File: config.mk
export PLATFORM = sky130hd
export DESIGN_NAME = systolic_skew_feeder_flat
export DESIGN_NICKNAME = d
export VERILOG_FILES = /design/src/rtl/systolic_skew_feeder_if.sv /design/src/rtl/systolic_skew_feeder.sv /design/src/flat_wrapper.sv
export SDC_FILE = /design/constraint.sdc
export NUM_CORES = 1
export LEC_CHECK = 0
export ABC_AREA = 1
export BUFFER_PORTS_ARGS = -buffer_cell sky130_fd_sc_hd__buf_2
export CAP_MARGIN = 20
export CORE_ASPECT_RATIO = 1.2
export CORE_MARGIN = 1
export CORE_UTILIZATION = 50
export CTS_CLUSTER_SIZE = 40
export DETAILED_ROUTE_END_ITERATION = 8
export GPL_TIMING_DRIVEN = 0
export MAX_ROUTING_LAYER = met4
export PLACE_DENSITY_LB_ADDON = 0.25
export SETUP_SLACK_MARGIN = 0.2
export SKIP_CTS_REPAIR_TIMING = 1
export SLEW_MARGIN = 10
export SYNTH_ARGS = -nofsm -noshare
export SYNTH_HDL_FRONTEND = slang
export SYNTH_SLANG_ARGS = --single-unit
File: constraint.sdc
create_clock -name clk -period 14.8 [get_ports clk]
set_input_delay 2.96 -clock clk [delete_from_list [all_inputs] [get_ports clk]]
set_output_delay 2.96 -clock clk [all_outputs]
set_load 0.01 [all_outputs]
File: src/rtl/systolic_skew_feeder_if.sv
// Interface bundling the pass control, input beat handshake and skewed array-edge outputs
// of the systolic skew feeder. The feeder uses the slave modport, its controller the master.
interface systolic_skew_feeder_if #(
    parameter int bit_res        = 32,
    parameter int lanes          = 4,
    parameter int index_bit_size = 16
);
    logic                       start;
    logic [index_bit_size-1:0]  k_len;
    logic                       in_valid;
    logic                       in_ready;
    logic [lanes*bit_res-1:0]   in_data;
    logic                       array_clr;
    logic [lanes*bit_res-1:0]   lane_out;
    logic [lanes-1:0]           lane_valid;
    logic                       busy;
    logic                       done;

    modport master (
        output start, k_len, in_valid, in_data,
        input  in_ready, array_clr, lane_out, lane_valid, busy, done
    );

    modport slave (
        input  start, k_len, in_valid, in_data,
        output in_ready, array_clr, lane_out, lane_valid, busy, done
    );
endinterface

File: src/rtl/systolic_skew_feeder.sv
// Producer end of a systolic MAC array edge: accepts one lanes-wide vector per beat and
// emits it diagonally skewed (lane i delayed by i extra cycles), zero-filling bubbles and
// flushing with zero slots so every array cell finishes accumulating before done.
module systolic_skew_feeder #(
    parameter int bit_res        = 32,
    parameter int lanes          = 4,
    parameter int index_bit_size = 16
) (
    input  logic                 clk,
    input  logic                 reset,
    systolic_skew_feeder_if.slave bus
);
    localparam int CNT_W = (lanes > 2) ? $clog2(lanes) : 1;
    localparam logic [CNT_W-1:0]          FLUSH_LAST = CNT_W'(lanes - 2);
    localparam logic [index_bit_size-1:0] ONE        = index_bit_size'(1);

    typedef enum logic [2:0] {
        IDLE,
        CLR,
        STREAM,
        FLUSH,
        FIN
    } state_t;

    state_t                    state;
    logic [index_bit_size-1:0] k_len_q;
    logic [index_bit_size-1:0] beat_cnt;
    logic [CNT_W-1:0]          flush_cnt;
    logic                      in_ready_q;
    logic                      clr_q;
    logic                      busy_q;
    logic                      done_q;
    logic                      accept;

    logic [bit_res-1:0]        tail_data [lanes];
    logic                      tail_valid [lanes];
    logic [lanes*bit_res-1:0]  lane_out_c;
    logic [lanes-1:0]          lane_valid_c;

    // A slot carries real data only when a beat is offered while streaming; otherwise it is zero.
    assign accept = (state == STREAM) && bus.in_valid;

    // Pass sequencing; every control output is registered alongside the state it belongs to.
    always_ff @(posedge clk or posedge reset) begin
        if (reset) begin
            state      <= IDLE;
            k_len_q    <= '0;
            beat_cnt   <= '0;
            flush_cnt  <= '0;
            in_ready_q <= 1'b0;
            clr_q      <= 1'b0;
            busy_q     <= 1'b0;
            done_q     <= 1'b0;
        end else begin
            case (state)
                IDLE: begin
                    clr_q  <= 1'b0;
                    done_q <= 1'b0;
                    if (bus.start) begin
                        busy_q <= 1'b1;
                        if (bus.k_len != '0) begin
                            k_len_q  <= bus.k_len;
                            beat_cnt <= '0;
                            clr_q    <= 1'b1;
                            state    <= CLR;
                        end else begin
                            done_q <= 1'b1;
                            state  <= FIN;
                        end
                    end
                end
                CLR: begin
                    clr_q      <= 1'b0;
                    in_ready_q <= 1'b1;
                    state      <= STREAM;
                end
                STREAM: begin
                    if (bus.in_valid) begin
                        beat_cnt <= beat_cnt + ONE;
                        if (beat_cnt == k_len_q - ONE) begin
                            in_ready_q <= 1'b0;
                            flush_cnt  <= '0;
                            state      <= FLUSH;
                        end
                    end
                end
                FLUSH: begin
                    if (flush_cnt == FLUSH_LAST) begin
                        done_q <= 1'b1;
                        state  <= FIN;
                    end else begin
                        flush_cnt <= flush_cnt + CNT_W'(1);
                    end
                end
                FIN: begin
                    done_q <= 1'b0;
                    busy_q <= 1'b0;
                    state  <= IDLE;
                end
                default: begin
                    in_ready_q <= 1'b0;
                    clr_q      <= 1'b0;
                    busy_q     <= 1'b0;
                    done_q     <= 1'b0;
                    state      <= IDLE;
                end
            endcase
        end
    end

    for (genvar i = 0; i < lanes; i++) begin : g_lane
        logic [bit_res-1:0] pipe_data  [0:i];
        logic               pipe_valid [0:i];

        // Lane i is a chain of i+1 registers that shifts every cycle, so bubbles keep the skew.
        always_ff @(posedge clk or posedge reset) begin
            if (reset) begin
                for (int s = 0; s <= i; s++) begin
                    pipe_data[s]  <= '0;
                    pipe_valid[s] <= 1'b0;
                end
            end else begin
                pipe_data[0]  <= accept ? bus.in_data[i*bit_res +: bit_res] : '0;
                pipe_valid[0] <= accept;
                for (int s = 1; s <= i; s++) begin
                    pipe_data[s]  <= pipe_data[s-1];
                    pipe_valid[s] <= pipe_valid[s-1];
                end
            end
        end

        assign tail_data[i]  = pipe_data[i];
        assign tail_valid[i] = pipe_valid[i];
    end

    // Gather the last stage of each lane chain into the packed array-edge buses.
    always_comb begin
        lane_out_c   = '0;
        lane_valid_c = '0;
        for (int i = 0; i < lanes; i++) begin
            lane_out_c[i*bit_res +: bit_res] = tail_data[i];
            lane_valid_c[i]                  = tail_valid[i];
        end
    end

    assign bus.lane_out   = lane_out_c;
    assign bus.lane_valid = lane_valid_c;
    assign bus.in_ready   = in_ready_q;
    assign bus.array_clr  = clr_q;
    assign bus.busy       = busy_q;
    assign bus.done       = done_q;
endmodule

File: src/flat_wrapper.sv
// flat-port wrapper written by rule: the top's interface ports become plain ports
module systolic_skew_feeder_flat 
#(
    parameter int bit_res        = 32,
    parameter int lanes          = 4,
    parameter int index_bit_size = 16
)
  (clk, reset, bus_start, bus_k_len, bus_in_valid, bus_in_data, bus_in_ready, bus_array_clr, bus_lane_out, bus_lane_valid, bus_busy, bus_done);
  systolic_skew_feeder_if #(.bit_res(bit_res), .lanes(lanes), .index_bit_size(index_bit_size)) bus_i ();
  input  logic clk;
  input  logic reset;
  input wire logic [$bits(bus_i.start)-1:0] bus_start;
  input wire logic [$bits(bus_i.k_len)-1:0] bus_k_len;
  input wire logic [$bits(bus_i.in_valid)-1:0] bus_in_valid;
  input wire logic [$bits(bus_i.in_data)-1:0] bus_in_data;
  output wire logic [$bits(bus_i.in_ready)-1:0] bus_in_ready;
  output wire logic [$bits(bus_i.array_clr)-1:0] bus_array_clr;
  output wire logic [$bits(bus_i.lane_out)-1:0] bus_lane_out;
  output wire logic [$bits(bus_i.lane_valid)-1:0] bus_lane_valid;
  output wire logic [$bits(bus_i.busy)-1:0] bus_busy;
  output wire logic [$bits(bus_i.done)-1:0] bus_done;
  assign bus_i.start = bus_start;
  assign bus_i.k_len = bus_k_len;
  assign bus_i.in_valid = bus_in_valid;
  assign bus_i.in_data = bus_in_data;
  assign bus_in_ready = bus_i.in_ready;
  assign bus_array_clr = bus_i.array_clr;
  assign bus_lane_out = bus_i.lane_out;
  assign bus_lane_valid = bus_i.lane_valid;
  assign bus_busy = bus_i.busy;
  assign bus_done = bus_i.done;
  systolic_skew_feeder #(.bit_res(bit_res), .lanes(lanes), .index_bit_size(index_bit_size)) u_core (.clk(clk), .reset(reset), .bus(bus_i));
endmodule
==> results.md, run 1 <==
* CP max stage cell: dfrtp_1
* Clock buffer depth at 3
* Placement-stage cell area at between 10000 and 15000 sq um
* Distinct cell type count after synthesis at 34
* Drt drc at 0
* Area contributors post-synth: dfrtp_1 72%, buf_4 5.8%, inv_1 4.8%
* Outcome: finished, final reports clean
* Post-DP HPWL at ~17 mm
* Post-DR wirelength/cell at 13.8 um
* Overflow after GRT at 0
* Initial core utilization at 0.513
* Critical Path Max Stage Delay at 0.38 ns
* CP Data Required Time at 11.84 ns
* Reg2reg start: u_core.k_len_q[0]
* Final Hold Fails at 0
* Top-area cell type share of the netlist area at 0.715
* Min-Delay Path Class: reg -> reg
* Crit-path cells: buf_4, buf_2
* WP data arrival at ~1.2 ns
* Routed wire length at ~24 mm
* Clock tree from TritonCTS: done
* Final min period at approximately 4.1 ns
* RD Place Congestion at 0.867
* Register area share after synthesis at 0.715
* Synth Warn # at 0
* Post-synth EDFFs at 0
* Post-Layout Inst Area at around 16000 sq um
* Post-synthesis register bit count at ~370
* Mapped Area at 12800 sq um
* Pwr/cell area at around 170 nW/um^2
* First-pass GRT wire length at between 30 and 40 mm
* Initial antenna violation count at 3
* R2R depth at 11
* Clock transition at path regs at 0.06 ns
* Startpoint types: register
* Highest fanout seen on the critical path at 1
* Num CTS Buffers at 35
* Fraction of final layout cells with drive strength greater than 1 at 0.357
* Peak supply drop at ~0.11 mV
* RSZ-0062 raised after global routing: false
* Flop2flop setup slack at between 10 and 15 ns
* I/O Buffers at approximately 280
* Syn Inst Count at roughly 1100
* Final #Nets at 1564
* Max cap viols at 0
* # fillers at a little under 2000
* Worst Tran Pin Value at 0.724 ns
* Crit Path Class: reg -> out
* GRT Overall Usage at 0.200
* Area grow syn2layout at 24.0%
* Most frequent cell after synthesis: dfrtp_1
* Avg Inst Size Synth at between 10 and 15 sq um
* Leak at a little over 0.009 uW
* Clk sinks at between 300 and 400
* Final Cycle Share at 0.278
* Drt pass-1 iters at 4
* Width of the die at 148 um
* Pin count of the biggest net entering global routing at 120
* Vias in the first global route at approximately 8000
* # IOs at 284
* Ys flop type: dfrtp_1
* Clk_lat worst skew at 0.50 ns
* Chip height at 177 um
* Hold Slack at roughly 0.34 ns
* Max frequency at approximately 240 MHz
* Reg-to-Reg End: u_core.flush_cnt[0]
* Antenna-violating nets left at 0
* Setup Skew at 0.0108 ns
* Std-Cell Rows at 63
* Root buffer cell: clkbuf_16
* Slew headroom at 0.518
* Worst Hold Path EP: u_core.bus.lane_out[87]
* Vias post-DR at 7809
* Synth async-reset ratio at 1.00
* Pre-CTS setup slack at approximately 10 ns
* Number of DRC markers in iteration 0 at between 200 and 300
* Total Die Area at approximately 26000 sq um
* Synth top cells by count: 365 x dfrtp_1, 164 x inv_1, 163 x nor2_1, 131 x nand2_1, 99 x buf_4
* Final slew viol count at 0
* Leading area contributor after synthesis: dfrtp_1
* Final setup fails at 0
* CORE AREA at between 20000 and 25000 sq um
* Hold depth at 0
* Via density at around 4.4
* Min-delay src: u_core.g_lane[2].pipe_data[55]
* Htree depth at 2
* CP endpoint kind: output port
* Syn nets at 1241
* Final setup margin at 10.68 ns
## area by class of cell
| cell class | instances | area [sq um] | area share |
|---|---|---|---|
| Timing Repair Buffer | 286 | 1500 | 0.0946 |
| Multi-Input combinational cell | 431 | 2120 | 0.134 |
| Clock inverter | 16 | 158 | 0.00995 |
| Antenna cell | 3 | 7.51 | 0.000474 |
| Tap cell | 325 | 407 | 0.0257 |
| Inverter | 170 | 646 | 0.0408 |
| Clock buffer | 46 | 988 | 0.0624 |
| Buffer | 124 | 880 | 0.0555 |
| Sequential cell | 365 | 9130 | 0.577 |
## worst max path at each step
stage          slack, ns                        start                       end
2_1_floorplan       1.71                        reset        u_core.beat_cnt[0]
3_3_place_gp       -1.56                        reset  u_core.bus.lane_out[104]
3_5_place_dp       10.40                bus_k_len[14]       u_core.beat_cnt[15]
4_1_cts            10.66      u_core.bus.lane_out[47]          bus_lane_out[47]
5_1_grt            10.65  u_core.g_lane[0].pipe_valid         bus_lane_valid[0]
6_report           10.68     u_core.bus.lane_out[119]         bus_lane_out[119]
## power by group
group	total (uW)	internal [uW]	switching, uW
Combinational	597	237	360
Clock	874	510	364
Sequential	1260	1180	81.0
Total	2730	1930	805
## metrics by stage
step | std cells | utilization | power [uW] | TNS (ns)
after floorplan | 1090 | - | 1680 | 0
after global placement | 1698 | 0.586 | 1860 | -556.79
after detailed placement | 1701 | 0.590 | 1880 | 0
after CTS | 1763 | 0.636 | 2770 | 0
after global routing | 1766 | 0.636 | 2890 | 0
final | 1766 | 0.636 | 2730 | 0
## flip-flops by register name (all words and copies together) (netlist names)
| signal | count |
|---|---|
| u_core.k_len_q | 16 |
| u_core.beat_cnt | 16 |
| u_core.flush_cnt | 2 |
| u_core.bus.in_ready | 1 |
| u_core.bus.lane_valid | 3 |
| u_core.bus.busy | 1 |
| u_core.state | 3 |
| u_core.g_lane.pipe_valid | 1 |
| u_core.bus.done | 1 |
| u_core.bus.array_clr | 1 |
| u_core.bus.lane_out | 96 |
| u_core.g_lane.pipe_data | 224 |
## layer usage
metal | vias up | track usage | wire [um]
li1 | 3785 | - | -
met1 | 3731 | 0.234 | 9890
met2 | 242 | 0.347 | 12700
met3 | 51 | 0.0345 | 1190
met4 | 0 | 0.0683 | 661
met5 | - | - | 0
## layout by cell type (no fill, tap or decap), types with 9 or more instances in the layout
cell	n
o31ai_2	9
buf_2	301
nor2_1	163
dfrtp_1	365
buf_4	99
inv_1	163
nand2_1	131
xnor2_1	9
nand3_1	23
xor2_1	15
nor2_2	12
o21ai_0	13
clkbuf_16	36
## worst max-delay path, delay by kind of cell, from the launching register on
kind     cells  cell delay, ns
buf+inv      2            0.28
flops        1            0.38
## kinds of logic after synthesis
logic type | count (synthesis) | synth area share
simple gates | 366 | 0.125
flops | 365 | 0.715
buf+inv | 294 | 0.119
compound gates | 38 | 0.0212
xor+xnor | 24 | 0.0165
fa+ha+maj | 3 | 0.00294
(Power assumes the default switching activity.)
==> run 2, diff against run 1 <==
--- a/config.mk
+++ b/config.mk
@@ -10,7 +10,7 @@
 export CAP_MARGIN = 20
 export CORE_ASPECT_RATIO = 1.2
 export CORE_MARGIN = 1
-export CORE_UTILIZATION = 50
+export CORE_UTILIZATION = 48
 export CTS_CLUSTER_SIZE = 40
 export DETAILED_ROUTE_END_ITERATION = 8
 export GPL_TIMING_DRIVEN = 0
==> constraint.sdc (replaced) <==
create_clock -name clk -period 3.65 [get_ports clk]
set_input_delay 0.73 -clock clk [delete_from_list [all_inputs] [get_ports clk]]
set_output_delay 0.73 -clock clk [all_outputs]
set_load 0.01 [all_outputs]
==> run 2 against run 1 <==
Net effect: die area up 4.1%; total power rose to 4.1 times the previous value; worst hold slack worse by 0.059 ns; core utilization down 2.4 points; global-route usage down 1.3 points; highest routed layer unchanged; critical path type is now reg -> reg; routed wire length down 4.5%.
==> results.md, run 2 (synthesis results as in run 1) <==
* CP endpoint kind: register
* Area grow syn2layout at 25.5%
* Fraction of final layout cells with drive strength greater than 1 at 0.360
* Vias in the first global route at slightly below 8000
* Final Hold Fails at 0
* Initial antenna violation count at 4
* Min-Delay Path Class: in -> async
* Pre-CTS setup slack at between 1 and 1.5 ns
* Overflow after GRT at 0
* Clock transition at path regs at approximately 0.060 ns
* Initial core utilization at 0.488
* Crit Path Class: reg -> reg
* Max reg flops at between 200 and 250
* # IOs at between 200 and 300
* Setup Skew at 0.0108 ns
* Via density at around 4.3
* Final min period at roughly 1.9 ns
* Final setup margin at roughly 1.8 ns
* Std-Cell Rows at 65
* Final Cycle Share at 0.518
* Commonest non-fill, non-tap cell in the layout: dfrtp_1
* Routed wire length at between 20 and 25 mm
* Highest-count cells in the layout ignoring fill and taps: 365 x dfrtp_1, 301 x buf_2, 163 x inv_1, 163 x nor2_1, 131 x nand2_1
* Clk sinks at 365
* Width of the die at roughly 150 um
* Layout Utilization at 0.612
* Peak supply drop at approximately 0.45 mV
* Worst Tran Pin Value at ~0.7 ns
* Max cap viols at 0
* Chip height at 181 um
* Final slew viol count at 0
* Final #Nets at between 1500 and 2000
* # fillers at 2086
* Startpoint types: register
* Outcome: finished, final reports clean
* Slew headroom at 0.538
* RD Place Congestion at 0.870
* Hold Slack at around 0.28 ns
* First-pass GRT wire length at 38.3 mm
* I/O Buffers at about 280
* Final setup fails at 0
* Post-DP HPWL at ~17 mm
* Root buffer cell: clkbuf_16
* Antenna-violating nets left at 0
* Clk_lat worst skew at 0.50 ns
* GRT Overall Usage at 0.187
* Vias post-DR at 7662
* Drt drc at 0
* Htree depth at 2
* Clock buffer depth at 3
* WP data arrival at roughly 2.3 ns
* Max frequency at between 500 and 600 MHz
* Highest fanout seen on the critical path at 6
* Total Die Area at 27300 sq um
* Pwr/cell area at 701 nW/um^2
* Pin count of the biggest net entering global routing at 41
* Setup_tns at 0 ns
* CP Data Required Time at between 4 and 5 ns
* Leak at roughly 0.0093 uW
* Post-DR wirelength/cell at between 10 and 15 um
* Number of DRC markers in iteration 0 at approximately 220
* Clock tree from TritonCTS: done
* Biggest register: u_core.g_lane.pipe_data
* RSZ-0062 raised after global routing: false
* CORE AREA at roughly 26000 sq um
* Drt pass-1 iters at 4
* Num CTS Buffers at 35
## run 2: cell count changes in the layout (fill, tap and decap cells not counted), sizes merged
cell and delta:
inv -2, clkinv -4, buf +7, diode +1, bufinv +3
## run 2: area by class of cell
type / instances / area, sq um / share of cell area
diodes: 4 / 10.0 / 0.000624
plain buffers: 124 / 880 / 0.0549
clock buffers: 46 / 998 / 0.0623
clock inverters: 13 / 208 / 0.0130
inverters: 170 / 642 / 0.0400
multi-input cells: 431 / 2120 / 0.132
flip-flops and latches: 365 / 9130 / 0.570
well taps: 335 / 419 / 0.0261
repair buffers: 293 / 1620 / 0.101
## run 2: worst paths after layout
| check | startpoint | endpoint | slack, ns | depth (start not counted) |
|---|---|---|---|---|
| max | u_core.k_len_q[0] | u_core.flush_cnt[0] | 1.76 | 13 |
| min | reset | u_core.bus.lane_out[67] | 0.28 | 2 |
| max reg2reg | u_core.k_len_q[0] | u_core.flush_cnt[0] | 1.76 | 13 |
| min reg2reg | u_core.g_lane[2].pipe_data[93] | u_core.g_lane[2].pipe_data[61] | 0.34 | 0 |
| max in group asynchronous | reset | u_core.g_lane[0].pipe_data[17] | 1.87 | 7 |
| min in group clk | u_core.g_lane[2].pipe_data[93] | u_core.g_lane[2].pipe_data[61] | 0.34 | 0 |
## run 2: metal layers
metal / GRT usage / vias up / share of wire
li1: - / 3801 / -
met1: 0.214 / 3598 / 0.39
met2: 0.320 / 208 / 0.52
met3: 0.0384 / 55 / 0.059
met4: 0.0684 / 0 / 0.031
met5: - / - / 0
## run 2: stage by stage
stage	instances	power (uW)	area [sq um]
after floorplan	1090	6820	12800
final	1781	11200	16000
after global routing	1781	11900	16000
after detailed placement	1718	7640	14800
after CTS	1777	11400	16000
after global placement	1708	7540	14600
## run 2: worst max-delay path, cell delays in order, from the launching register on
cell and delay, ns:
dfrtp_1 0.39, inv_1 0.16, ha_1 0.22, nand2_2 0.13, inv_1 0.08, nand2_1 0.04, nand2_1 0.05, nand2_1 0.04
nor2_1 0.13, nand2_1 0.07, nor2_1 0.14, nand4_1 0.16, nand3_1 0.11, nand2_1 0.05
## run 2: power breakdown
part / internal (uW) / leakage [uW] / total, uW / switching, uW
Clock: 2280 / 0.000593 / 3710 / 1430
Combinational: 973 / 0.00378 / 2420 / 1440
Sequential: 4800 / 0.00497 / 5110 / 312
==> run 3, diff against run 2 <==
--- a/config.mk
+++ b/config.mk
@@ -5,12 +5,12 @@
 export SDC_FILE = /design/constraint.sdc
 export NUM_CORES = 1
 export LEC_CHECK = 0
-export ABC_AREA = 1
+export ABC_AREA = 0
 export BUFFER_PORTS_ARGS = -buffer_cell sky130_fd_sc_hd__buf_2
 export CAP_MARGIN = 20
 export CORE_ASPECT_RATIO = 1.2
 export CORE_MARGIN = 1
-export CORE_UTILIZATION = 48
+export CORE_UTILIZATION = 50
 export CTS_CLUSTER_SIZE = 40
 export DETAILED_ROUTE_END_ITERATION = 8
 export GPL_TIMING_DRIVEN = 0
==> constraint.sdc (replaced) <==
create_clock -name clk -period 1.9 [get_ports clk]
set_input_delay 0.38 -clock clk [delete_from_list [all_inputs] [get_ports clk]]
set_output_delay 0.38 -clock clk [all_outputs]
set_load 0.01 [all_outputs]
==> run 3 against run 2 <==
Net effect: the run now ends with negative setup slack left; total power is 99% higher; fmax is 18% lower; largest cell class unchanged; routed wire length is 1.6% lower; final area is 1.2% higher; largest power group unchanged; non-clock buffer count is 23 higher; first-iteration DRC count is 27% higher; worst setup slack worse by 2.2 ns; clock skew is 0.0048 ns higher; combinational power is 120% higher; worst hold slack worse by 0.27 ns; critical path type unchanged; sequential power is 100% higher; via count is 8.2% lower.
==> results.md, run 3 <==
* Startpoint types: register
* Clock tree from TritonCTS: done
* Biggest register: u_core.g_lane.pipe_data
* Register area share after synthesis at 0.753
* Avg Inst Size Synth at approximately 14 sq um
* Synth async-reset ratio at 1.00
* Initial core utilization at 0.508
* Top Family by Delay on Critical Path: simple AND/OR/NAND/NOR gates
* Distinct cell type count after synthesis at between 50 and 60
* Fraction of final layout cells with drive strength greater than 1 at 0.473
* Htree depth at 2
* Min-Delay Path Class: in -> async
* Leak at around 0.0087 uW
* First-pass GRT wire length at about 35 mm
* Post-synthesis register bit count at about 370
* Synth top cells by count: 365 x dfrtp_1, 128 x and2_1, 97 x buf_4, 60 x nand2_1, 25 x nor2_1
* Max frequency at roughly 430 MHz
* Chip height at about 170 um
* Num CTS Buffers at 35
* Crit Path Class: reg -> reg
* # IOs at ~280
* Post-DP HPWL at about 16 mm
* Post-synth EDFFs at 0
* Commonest non-fill, non-tap cell in the layout: dfrtp_1
* Reg area at between 9000 and 10000 sq um
* Max reg flops at 224
* Top-area cell type share of the netlist area at 0.753
* Fin cells at ~1600
* RSZ-0062 raised after global routing: true
* Syn Inst Count at between 800 and 900
* Final #Nets at 1350
* Outcome: finished, violations left
* Leading area contributor after synthesis: dfrtp_1
* # fillers at 1724
* Synth Warn # at 0
* Initial antenna violation count at 8
* RD Place Congestion at roughly 0.84
* Clock transition at path regs at roughly 0.06 ns
* Placed Instances at 1457
* CP max stage cell: nor4_4
* Crit-path cells: buf_6, nor4_4, buf_4, and3_4, o2111ai_4, nor4_4, o2111ai_4, a31o_1
* Drt drc at 0
* CP endpoint kind: register
* Overflow after GRT at 0
* Final Cycle Share at 1.21
* Post-DR wirelength/cell at 14.8 um
* Vias in the first global route at roughly 7000
* Final min period at around 2.3 ns
* Width of the die at between 100 and 150 um
* Worst Tran Pin Value at 0.437 ns
* WP data arrival at approximately 2.7 ns
* Most frequent cell after synthesis: dfrtp_1
* Routed wire length at 22.9 mm
* Worst Path Buf+Inv at 2
* I/O Buffers at ~280
* Drt pass-1 iters at 7
* Multi-input logic area at between 2000 and 3000 sq um
* Syn nets at ~1000
* Ys flop type: dfrtp_1
* Final slew viol count at 0
* Area contributors post-synth: dfrtp_1 75%, and2_1 6.6%, buf_4 6.0%
* Via density at roughly 4.5
* Failing checks: negative setup slack
* Pin count of the biggest net entering global routing at 42
* CORE AREA at around 24000 sq um
* Area grow syn2layout at 33.8%
* Slew headroom at 0.709
* Clk_lat worst skew at between 0.5 and 0.6 ns
* Setup Skew at roughly 0.016 ns
* Peak supply drop at 1.22 mV
* Total Die Area at 24900 sq um
* Critical Path Max Stage Delay at between 0.3 and 0.4 ns
* Clk sinks at roughly 370
* Flop2flop setup slack at -0.41 ns
* Pwr/cell area at ~1400 nW/um^2
* CP Data Required Time at between 2 and 2.5 ns
* Std-Cell Rows at 62
* Number of DRC markers in iteration 0 at 278
* Clock buffer depth at 3
* Max cap viols at 0
* Root buffer cell: clkbuf_16
* Highest fanout seen on the critical path at 4
* Highest-count cells in the layout ignoring fill and taps: 360 x dfrtp_1, 280 x buf_2, 128 x and2_1
* Mapped Area at between 10000 and 15000 sq um
* Pre-CTS setup slack at -0.723 ns
* Antenna-violating nets left at 0
* Final Hold Fails at 0
* Final setup fails at 4
* Vias post-DR at between 7000 and 8000
* GRT Overall Usage at 0.192
* Final setup margin at -0.408 ns
## run 3: cell count changes in the layout (fill, tap and decap cells not counted), sizes merged, moves of 7 or more
cell | before | now
and2 | 1 | 128
buf | 412 | 428
inv | 170 | 7
nand2 | 139 | 60
nand3 | 24 | 14
nor2 | 180 | 25
o21ai | 20 | 8
o31ai | 10 | 3
xor2 | 15 | 22
## run 3: per-stage QoR
step                setup TNS (ns)  area (sq um)  utilization  hold slack (ns)  total power (uW)
finish                       -1.48         16200        0.679          0.00670             22300
global route                 -1.91         16200        0.679           0.0142             23600
CTS                         -62.48         15400        0.644           -0.228             21600
detailed placement          -70.75         14200        0.596            0.308             14700
floorplan                 -1239.60         12200            -            0.331             13100
global placement          -1889.95         14000        0.587            0.331             14500
## run 3: worst min-delay path, cell delays in order
cell	delay, ns
buf_2	0.11
clkinvlp_4	0.14
buf_12	0.23
## run 3: area by class of cell
cell class,count,area share
antenna,8,0.00123
buffer,122,0.0614
clock buffer,46,0.0609
clock inverter,15,0.00964
inverter,6,0.00162
multi-input combinational,351,0.160
sequential,365,0.563
tap,320,0.0247
timing repair buffer,318,0.117
## run 3: worst paths after layout
| kind | startpoint | to | cells past startpoint |
|---|---|---|---|
| max reg2reg | u_core.k_len_q[2] | u_core.bus.in_ready | 8 |
| max in group asynchronous | reset | u_core.g_lane[2].pipe_data[62] | 6 |
| max | u_core.k_len_q[2] | u_core.bus.in_ready | 8 |
| min in group clk | bus_k_len[9] | u_core.k_len_q[9] | 3 |
| min | reset | u_core.bus.lane_out[109] | 3 |
| min reg2reg | u_core.g_lane[2].pipe_data[39] | u_core.bus.lane_out[71] | 0 |
## run 3: logic make-up (layout without fill, tap and decap cells)
| logic type | after synthesis | in the layout | share of synthesized area |
|---|---|---|---|
| buf+inv | 128 | 507 | 0.0706 |
| simple gates | 272 | 272 | 0.125 |
| other cells | 0 | 8 | 0 |
| fa+ha+maj | 3 | 3 | 0.00309 |
| compound gates | 43 | 43 | 0.0244 |
| xor+xnor | 31 | 31 | 0.0224 |
| flops | 365 | 365 | 0.753 |
| mux | 2 | 2 | 0.00165 |
## run 3: routing by layer
layer  part of all wire  global-route usage  wire [um]  vias up
met5                  0                   -          0        -
met4              0.032              0.0693        731        0
met3              0.079              0.0593       1820       58
met2               0.50               0.311      11500      230
met1               0.39               0.223       8880     3430
li1                   -                   -          -     3319
## run 3: where the power goes
group	leakage (uW)	internal, uW	total [uW]	switching [uW]
Clock	0.000562	3970	6760	2800
Combinational	0.00326	2750	5390	2640
Sequential	0.00485	9440	10200	744
Total	0.00867	16200	22300	6180
